--- config.mk ---
export PLATFORM = sky130hd
export DESIGN_NAME = serial_residue_tracker
export DESIGN_NICKNAME = d
export VERILOG_FILES = /design/src/rtl/serial_residue_tracker.sv
export SDC_FILE = /design/constraint.sdc
export NUM_CORES = 1
export LEC_CHECK = 0
export CAP_MARGIN = 40
export CORE_UTILIZATION = 46
export CTS_BUF_LIST = sky130_fd_sc_hd__clkbuf_16
export DETAILED_ROUTE_END_ITERATION = 7
export PLACE_DENSITY = 0.74
export SYNTH_ARGS = -nofsm -noshare
export SYNTH_HDL_FRONTEND = slang
export SYNTH_SLANG_ARGS = --single-unit
--- constraint.sdc ---
create_clock -name clk -period 1.55 [get_ports clk]
set_input_delay 0.31 -clock clk [delete_from_list [all_inputs] [get_ports clk]]
set_output_delay 0.31 -clock clk [all_outputs]
set_load 0.05 [all_outputs]
--- src/rtl/serial_residue_tracker.sv ---
// serial_residue_tracker
// Tracks (count of 1s mod ONES_MOD, count of 0s mod ZEROS_MOD) and frame length
// over a valid-qualified serial bit stream. Presents a live one-hot class and,
// at frame end, a latched per-frame result with a saturating length count.
//
// Optional feature macro: TARGET_MATCH_EN
//   When defined, adds tgt_ones/tgt_zeros inputs and a registered res_match output.
//
// Ports:
//   clk, rst                  clock, synchronous active-high reset
//   in_valid, x, in_last      stream bit qualifier, data bit, frame-end marker
//   clr                       synchronous abort of the current frame
//   ones_res, zeros_res       live residues
//   class_onehot              live class, bit = ones_res*ZEROS_MOD + zeros_res
//   res_valid                 one-cycle pulse when result registers update
//   res_ones, res_zeros       final residues of the last frame
//   res_onehot                final class of the last frame (0 = no result yet)
//   res_len, res_len_sat      saturating frame length and its overflow flag
//   tgt_ones, tgt_zeros       (TARGET_MATCH_EN) target residues, sampled at frame end
//   res_match                 (TARGET_MATCH_EN) final residues equal the targets
module serial_residue_tracker #(
    parameter int unsigned ONES_MOD  = 2,
    parameter int unsigned ZEROS_MOD = 2,
    parameter int unsigned LEN_W     = 8,
    localparam int unsigned OW   = (ONES_MOD > 2) ? $clog2(ONES_MOD) : 1,
    localparam int unsigned ZW   = (ZEROS_MOD > 2) ? $clog2(ZEROS_MOD) : 1,
    localparam int unsigned NCLS = ONES_MOD * ZEROS_MOD
) (
    input  logic             clk,
    input  logic             rst,
    input  logic             in_valid,
    input  logic             x,
    input  logic             in_last,
    input  logic             clr,
    output logic [OW-1:0]    ones_res,
    output logic [ZW-1:0]    zeros_res,
    output logic [NCLS-1:0]  class_onehot,
    output logic             res_valid,
    output logic [OW-1:0]    res_ones,
    output logic [ZW-1:0]    res_zeros,
    output logic [NCLS-1:0]  res_onehot,
    output logic [LEN_W-1:0] res_len,
    output logic             res_len_sat
`ifdef TARGET_MATCH_EN
    ,
    input  logic [OW-1:0]    tgt_ones,
    input  logic [ZW-1:0]    tgt_zeros,
    output logic             res_match
`endif
);

    // Class index encoding shared by the live and the latched class vectors.
    function automatic logic [NCLS-1:0] class_of(input logic [OW-1:0] o,
                                                 input logic [ZW-1:0] z);
        class_of = NCLS'(1) << (32'(o) * ZEROS_MOD + 32'(z));
    endfunction

    // Running frame state
    logic [OW-1:0]    ones_q,  ones_d;
    logic [ZW-1:0]    zeros_q, zeros_d;
    logic [LEN_W-1:0] len_q,   len_d;
    logic             sat_q,   sat_d;
    logic [NCLS-1:0]  class_q, class_d;

    // Frame result state
    logic             rvalid_q,  rvalid_d;
    logic [OW-1:0]    rones_q,   rones_d;
    logic [ZW-1:0]    rzeros_q,  rzeros_d;
    logic [NCLS-1:0]  ronehot_q, ronehot_d;
    logic [LEN_W-1:0] rlen_q,    rlen_d;
    logic             rsat_q,    rsat_d;
`ifdef TARGET_MATCH_EN
    logic             rmatch_q,  rmatch_d;
`endif

    // State after accepting the current bit, before any frame-end clearing
    logic [OW-1:0]    nxt_ones;
    logic [ZW-1:0]    nxt_zeros;
    logic [LEN_W-1:0] nxt_len;
    logic             nxt_sat;

    // Residue and length step: explicit wrap at MOD-1 so non-power-of-two moduli work.
    always_comb begin
        nxt_ones  = ones_q;
        nxt_zeros = zeros_q;
        nxt_len   = len_q;
        nxt_sat   = sat_q;
        if (x) begin
            nxt_ones = (ones_q == OW'(ONES_MOD - 1)) ? '0 : ones_q + OW'(1);
        end else begin
            nxt_zeros = (zeros_q == ZW'(ZEROS_MOD - 1)) ? '0 : zeros_q + ZW'(1);
        end
        if (len_q == '1) begin
            nxt_sat = 1'b1;
        end else begin
            nxt_len = len_q + LEN_W'(1);
        end
    end

    // Next-state selection: clr beats in_valid; frame end latches and restarts.
    always_comb begin
        ones_d    = ones_q;
        zeros_d   = zeros_q;
        len_d     = len_q;
        sat_d     = sat_q;
        rvalid_d  = 1'b0;
        rones_d   = rones_q;
        rzeros_d  = rzeros_q;
        ronehot_d = ronehot_q;
        rlen_d    = rlen_q;
        rsat_d    = rsat_q;
`ifdef TARGET_MATCH_EN
        rmatch_d  = rmatch_q;
`endif
        if (clr) begin
            ones_d  = '0;
            zeros_d = '0;
            len_d   = '0;
            sat_d   = 1'b0;
        end else if (in_valid) begin
            if (in_last) begin
                rvalid_d  = 1'b1;
                rones_d   = nxt_ones;
                rzeros_d  = nxt_zeros;
                ronehot_d = class_of(nxt_ones, nxt_zeros);
                rlen_d    = nxt_len;
                rsat_d    = nxt_sat;
`ifdef TARGET_MATCH_EN
                rmatch_d  = (nxt_ones == tgt_ones) && (nxt_zeros == tgt_zeros);
`endif
                ones_d    = '0;
                zeros_d   = '0;
                len_d     = '0;
                sat_d     = 1'b0;
            end else begin
                ones_d  = nxt_ones;
                zeros_d = nxt_zeros;
                len_d   = nxt_len;
                sat_d   = nxt_sat;
            end
        end
        class_d = class_of(ones_d, zeros_d);
    end

    always_ff @(posedge clk) begin
        if (rst) begin
            ones_q    <= '0;
            zeros_q   <= '0;
            len_q     <= '0;
            sat_q     <= 1'b0;
            class_q   <= NCLS'(1);
            rvalid_q  <= 1'b0;
            rones_q   <= '0;
            rzeros_q  <= '0;
            ronehot_q <= '0;
            rlen_q    <= '0;
            rsat_q    <= 1'b0;
`ifdef TARGET_MATCH_EN
            rmatch_q  <= 1'b0;
`endif
        end else begin
            ones_q    <= ones_d;
            zeros_q   <= zeros_d;
            len_q     <= len_d;
            sat_q     <= sat_d;
            class_q   <= class_d;
            rvalid_q  <= rvalid_d;
            rones_q   <= rones_d;
            rzeros_q  <= rzeros_d;
            ronehot_q <= ronehot_d;
            rlen_q    <= rlen_d;
            rsat_q    <= rsat_d;
`ifdef TARGET_MATCH_EN
            rmatch_q  <= rmatch_d;
`endif
        end
    end

    assign ones_res     = ones_q;
    assign zeros_res    = zeros_q;
    assign class_onehot = class_q;
    assign res_valid    = rvalid_q;
    assign res_ones     = rones_q;
    assign res_zeros    = rzeros_q;
    assign res_onehot   = ronehot_q;
    assign res_len      = rlen_q;
    assign res_len_sat  = rsat_q;
`ifdef TARGET_MATCH_EN
    assign res_match    = rmatch_q;
`endif

endmodule

== Yosys cells after proc, flatten, opt, wreduce, memory -nomap -nowiden ==
Index checks and enable logic that the tools add are counted.

* Output and inout port bits: 22
* Logic and storage cells: 39
* Register bits: 31
* Input port bits: 6

* Add/sub/neg operators: 5
* Muxes and demuxes: 15
* Shift-type cells: 2
* Reductions and logical operators: 3
* Equality and inequality tests: 1
* Bitwise gates (word level): 2

{| class="wikitable"
|+ Operators by type and width
! kind !! number
|-
| 8-bit 2-to-1 mux || 2
|-
| 1-bit 2-to-1 mux || 13
|-
| 8-bit by 1-bit adder with 8-bit output (second input constant) || 1
|-
| 8-bit equality test (second input constant) || 1
|-
| 1-bit by 3-bit left shift with 4-bit output (first input constant) || 2
|-
| 2-bit by 1-bit adder with 3-bit output || 2
|-
| 3-bit AND reduction || 1
|-
| 3-bit OR reduction || 1
|-
| 1-bit adder (second input constant) || 2
|-
| 1-bit inverter || 2
|-
| 2-bit OR reduction || 1
|}

== Logic depth before layout (Yosys ltp) ==
* Depth after elaboration: 8
* Depth in mapped cells: 5
* Mapped depth without buffers: 4

== Least setup slack after synthesis ==
Ideal clock, no wire load.

* Kind: register to register
* From: register ones_q, in the netlist ones_res
* To: register ronehot_q[3], in the netlist res_onehot[3]
* Arrival: 1.476 ns
* Period minus slack after synthesis: 1.567 ns
* Path buffers: 1
* Stages on the path, launching flop included: 4
* Data required time: 1.459 ns
* Library setup time: 0.091 ns
* Path slack: -0.017 ns
* Cells stage by stage: dfxtp_1 -> buf_2 -> or3b_1 -> a311oi_1

* Cells in the longest elaborated chain, start to end: 5

{| class="wikitable"
|+ RTL lines
! what !! RTL line !! text
|-
| from (decl) || 59 || <nowiki>logic [OW-1:0] ones_q, ones_d;</nowiki>
|-
| from (signal assigned) || 162 || <nowiki>ones_q <= ones_d;</nowiki>
|-
| 1-bit adder || 89 || <nowiki>nxt_ones = (ones_q == OW'(ONES_MOD - 1)) ? '0 : ones_q + OW'(1);</nowiki>
|-
| 1-bit 2-to-1 mux || 89 ||
|-
| 1-bit 2-to-1 mux (*) || 88 || <nowiki>if (x) begin</nowiki>
|-
| 2-bit by 1-bit adder with 3-bit output (*) || 55 || <nowiki>class_of = NCLS'(1) << (32'(o) * ZEROS_MOD + 32'(z));</nowiki>
|-
| 1-bit by 3-bit left shift with 4-bit output (*) || 55 ||
|-
| to (signal assigned) || 170 || <nowiki>ronehot_q <= ronehot_d;</nowiki>
|-
| to (decl) || 69 || <nowiki>logic [NCLS-1:0] ronehot_q, ronehot_d;</nowiki>
|}

Mark *: on every way between the ends. The rest lies on a longest branch, timed or not.
A chain may end at the register's enable or synchronous reset.

== Worst setup path in the final report ==
* From: input x
* To: register class_q[2], in the netlist class_onehot[2]

* Cells in the longest elaborated chain, start to end: 6
* Elaborated cells between the ends (all ways): 10
* Classes of those cells: add/sub (1); shift (1); mux (8)

{| class="wikitable"
|+ RTL lines
! what !! RTL line !! text
|-
| from (decl) || 32 || <nowiki>input logic x,</nowiki>
|-
| 1-bit 2-to-1 mux || 88 ||
|-
| 1-bit 2-to-1 mux || 121 || <nowiki>if (in_last) begin</nowiki>
|-
| 1-bit 2-to-1 mux || 120 || <nowiki>end else if (in_valid) begin</nowiki>
|-
| 1-bit 2-to-1 mux || 115 || <nowiki>if (clr) begin</nowiki>
|-
| 2-bit by 1-bit adder with 3-bit output (*) || 55 ||
|-
| 1-bit by 3-bit left shift with 4-bit output (*) || 55 ||
|-
| to (signal assigned) || 166 || <nowiki>class_q <= class_d;</nowiki>
|-
| to (decl) || 63 || <nowiki>logic [NCLS-1:0] class_q, class_d;</nowiki>
|}

Marked as above.

==> reports/metrics.cfg <==
[sta]
timing.fmax_mhz=648
fin_tns_setup_ns=0
final-max-slew-violation-count=0
setup-violations-final=0
slew_headroom_pct=74.1
fin_worst_skew_ns=0.00467
post-route-period-util_pct=99.5
grt_setup_unrepaired=true
worstMarginPinSlew_ns=0.389
hold_viol=0
finalCriticalPeriod_ns=1.54

[setup_path]
critical_path.top_delay_family=compound AO/OA/AOI/OAI gates
worstSetupEndpoint=class_onehot[2]
crit_cells=4
crit_type=in2reg
r2r-end=len_q[7]
slowest_stage=clkdlybuf4s50_1
crit_fanout=5
worstSetupEndpointType=flop
rr_worst_depth=5
cpPeakStageDelay_ns=0.49
crit_arrival_ns=1.72
required_ns=1.72
startpoint_type=input port
reg2reg_slack_ns=0.09
cp_cell_sequence=clkdlybuf4s50_1 > a21bo_1 > a221o_1 > nor4_2
critPathBufInv=1
rr_startpoint=len_q[0]
startpoint=x

[place]
port_buffers=27
hpwl_mm=3.01
place_congestion=0.925

[power_and_ir_drop]
p_per_area_nw_per_um2=967
p_leak_uw=0.000854
ir_worst_vdd_v=0.000705

[synth]
synthFlopType=dfxtp_1
netlist_area_um2=1540
synth_area_leaders=dfxtp_1, a211oi_1, nor2_1, a311oi_1, o41ai_2
synth_edf_count=0
synth_common_cells=dfxtp_1, nor2_1, a211oi_1, nand2_1, buf_2
synth_area_per_cell_um2=8.77
synth_cells=176
yosys_warnings=0
syn-num-nets=183
yosysMostFrequentCell=dfxtp_1
ys_ff_latch=31
synth_top_cell_by_area=dfxtp_1
seq_area_frac_synth_pct=40.2
yosysUniqueCellTypes=45
synthArstFlopShare_pct=0
synthDominantCellAreaShare_pct=40.2

[routing]
vias_per_cell=5.89
ant_nets=0
routed_wl_mm=4.12
wl_per_cell_um=15.5
drc=0
num_vias=1566
drtIter0Drc=104
first_pass_iters=4

[clocking]
clk_pin_slew_worst_paths_ns=0.05
htreeDepth=2
cts_inserted_buffers=5
post-cts-setup-buffers=0
cts.sinks=31
cts-root-buf=clkbuf_16
clk-insertion-delay-late_ns=0.28
clockBufferDepth=2
cts_tree=done

[floorplanning]
start_util_pct=49.3
die_w_um=59.9
pin_count=28
num_rows=20
core_area_um2=3130
dieArea_um2=3590
die_h_um=59.9

[final_layout]
nFillCells=247
area_delta_synth_final_pct=46.1
post-route-util_pct=72.1
finalNetCount=228
insertedDiodeCount=0
drive_gt1_share_pct=31.1

[hold_path]
hp-class=reg2reg

[global_route]
grt_max_degree=16
grt_overflow=0
grt_pass1_wl_mm=6.68
antenna_found_initial=0
grt_pass1_vias=1470
grt_usage_pct=25.0

[run]
max_cap_violations=0

[run_status]
status=finished, final reports clean

-- layout by cell type, fill, tap and decap left out, types with 5 or more instances in the layout --
| cell | synthesis | final |
|---|---|---|
| buf_12 | 0 | 10 |
| buf_4 | 1 | 42 |
| clkbuf_16 | 0 | 5 |
| nand2_1 | 11 | 11 |
| a311oi_1 | 6 | 5 |
| dfxtp_1 | 31 | 29 |
| nand3_1 | 8 | 8 |
| a21oi_1 | 8 | 8 |
| nor2_1 | 16 | 16 |
| a211oi_1 | 12 | 12 |
| nand3b_1 | 5 | 5 |
-- cell families after synthesis --
group,synth area share [%]
flip-flops,40.2
AND/OR/NAND/NOR,23.0
XOR/XNOR,1.14
AO/OA/AOI/OAI,27.7
adder cells (fa/ha/maj),0.811
buffers and inverters,7.06
-- flip-flops by register name, indices dropped and copies added (netlist names) --
signal        count
res_onehot        4
res_zeros         1
res_valid         1
res_ones          1
zeros_res         1
ones_res          1
res_len           8
res_len_sat       1
sat_q             1
class_onehot      4
len_q             8
-- power by group --
part	leakage [µW]	internal [µW]	switching, µW
sequential	0.000252	817	14.1
clock	0.0000812	747	332
combinational	0.000521	114	154
total	0.000854	1680	500
-- layer usage --
metal	up-vias	part of all wire (%)	wire, µm	track usage (%)
met3	10	5.2	216	5.84
met4	0	1.9	78	9.97
met5	-	0	0	0
li1	759	-	-	-
met1	744	44	1790	30.9
met2	53	49	2030	41.9
-- final cells by class --
type                    count  area [µm²]  area share (%)
inverters                   4        15.0           0.666
well taps                  44        55.1            2.44
clock buffers               5         125            5.55
clock inverters             3        38.8            1.72
multi-input cells         122         833            37.0
flip-flops and latches     31         623            27.6
repair buffers             57         564            25.0
-- how the worst min path moves through the flow --
stage / to / depth (start not counted) / slack (ns) / startpoint
2_1_floorplan: sat_q / 2 / 0.44 / sat_q
3_3_place_gp: res_zeros / 2 / 0.44 / res_zeros
3_5_place_dp: res_zeros / 2 / 0.45 / res_zeros
4_1_cts: res_zeros / 2 / 0.45 / res_zeros
5_1_grt: res_zeros / 2 / 0.48 / res_zeros
6_report: res_zeros / 2 / 0.45 / res_zeros
-- worst min-delay path: stages, from the launching register on --
cell and delay, ns:
dfxtp_1 0.31, nand2_1 0.05, a21oi_1 0.05
-- metrics by stage --
step	worst slack, ns	hold WS (ns)	total power [µW]	instance area, µm²	cells
floorplan	0.0273	0.438	992	1550	176
global placement	-0.249	0.438	1100	2070	258
detailed placement	-0.312	0.446	1110	2070	258
CTS	0.00837	0.453	2190	2230	266
global route	-0.00983	0.479	2250	2250	266
finish	0.00741	0.452	2180	2250	266
-- repair_timing --
item	CTS	global route
setup endpoints to repair	4	7
endpoints found under the hold margin	0	0
resized for setup	1	5
hold buffers	0	0
Power figures use the tool's default switching activity.
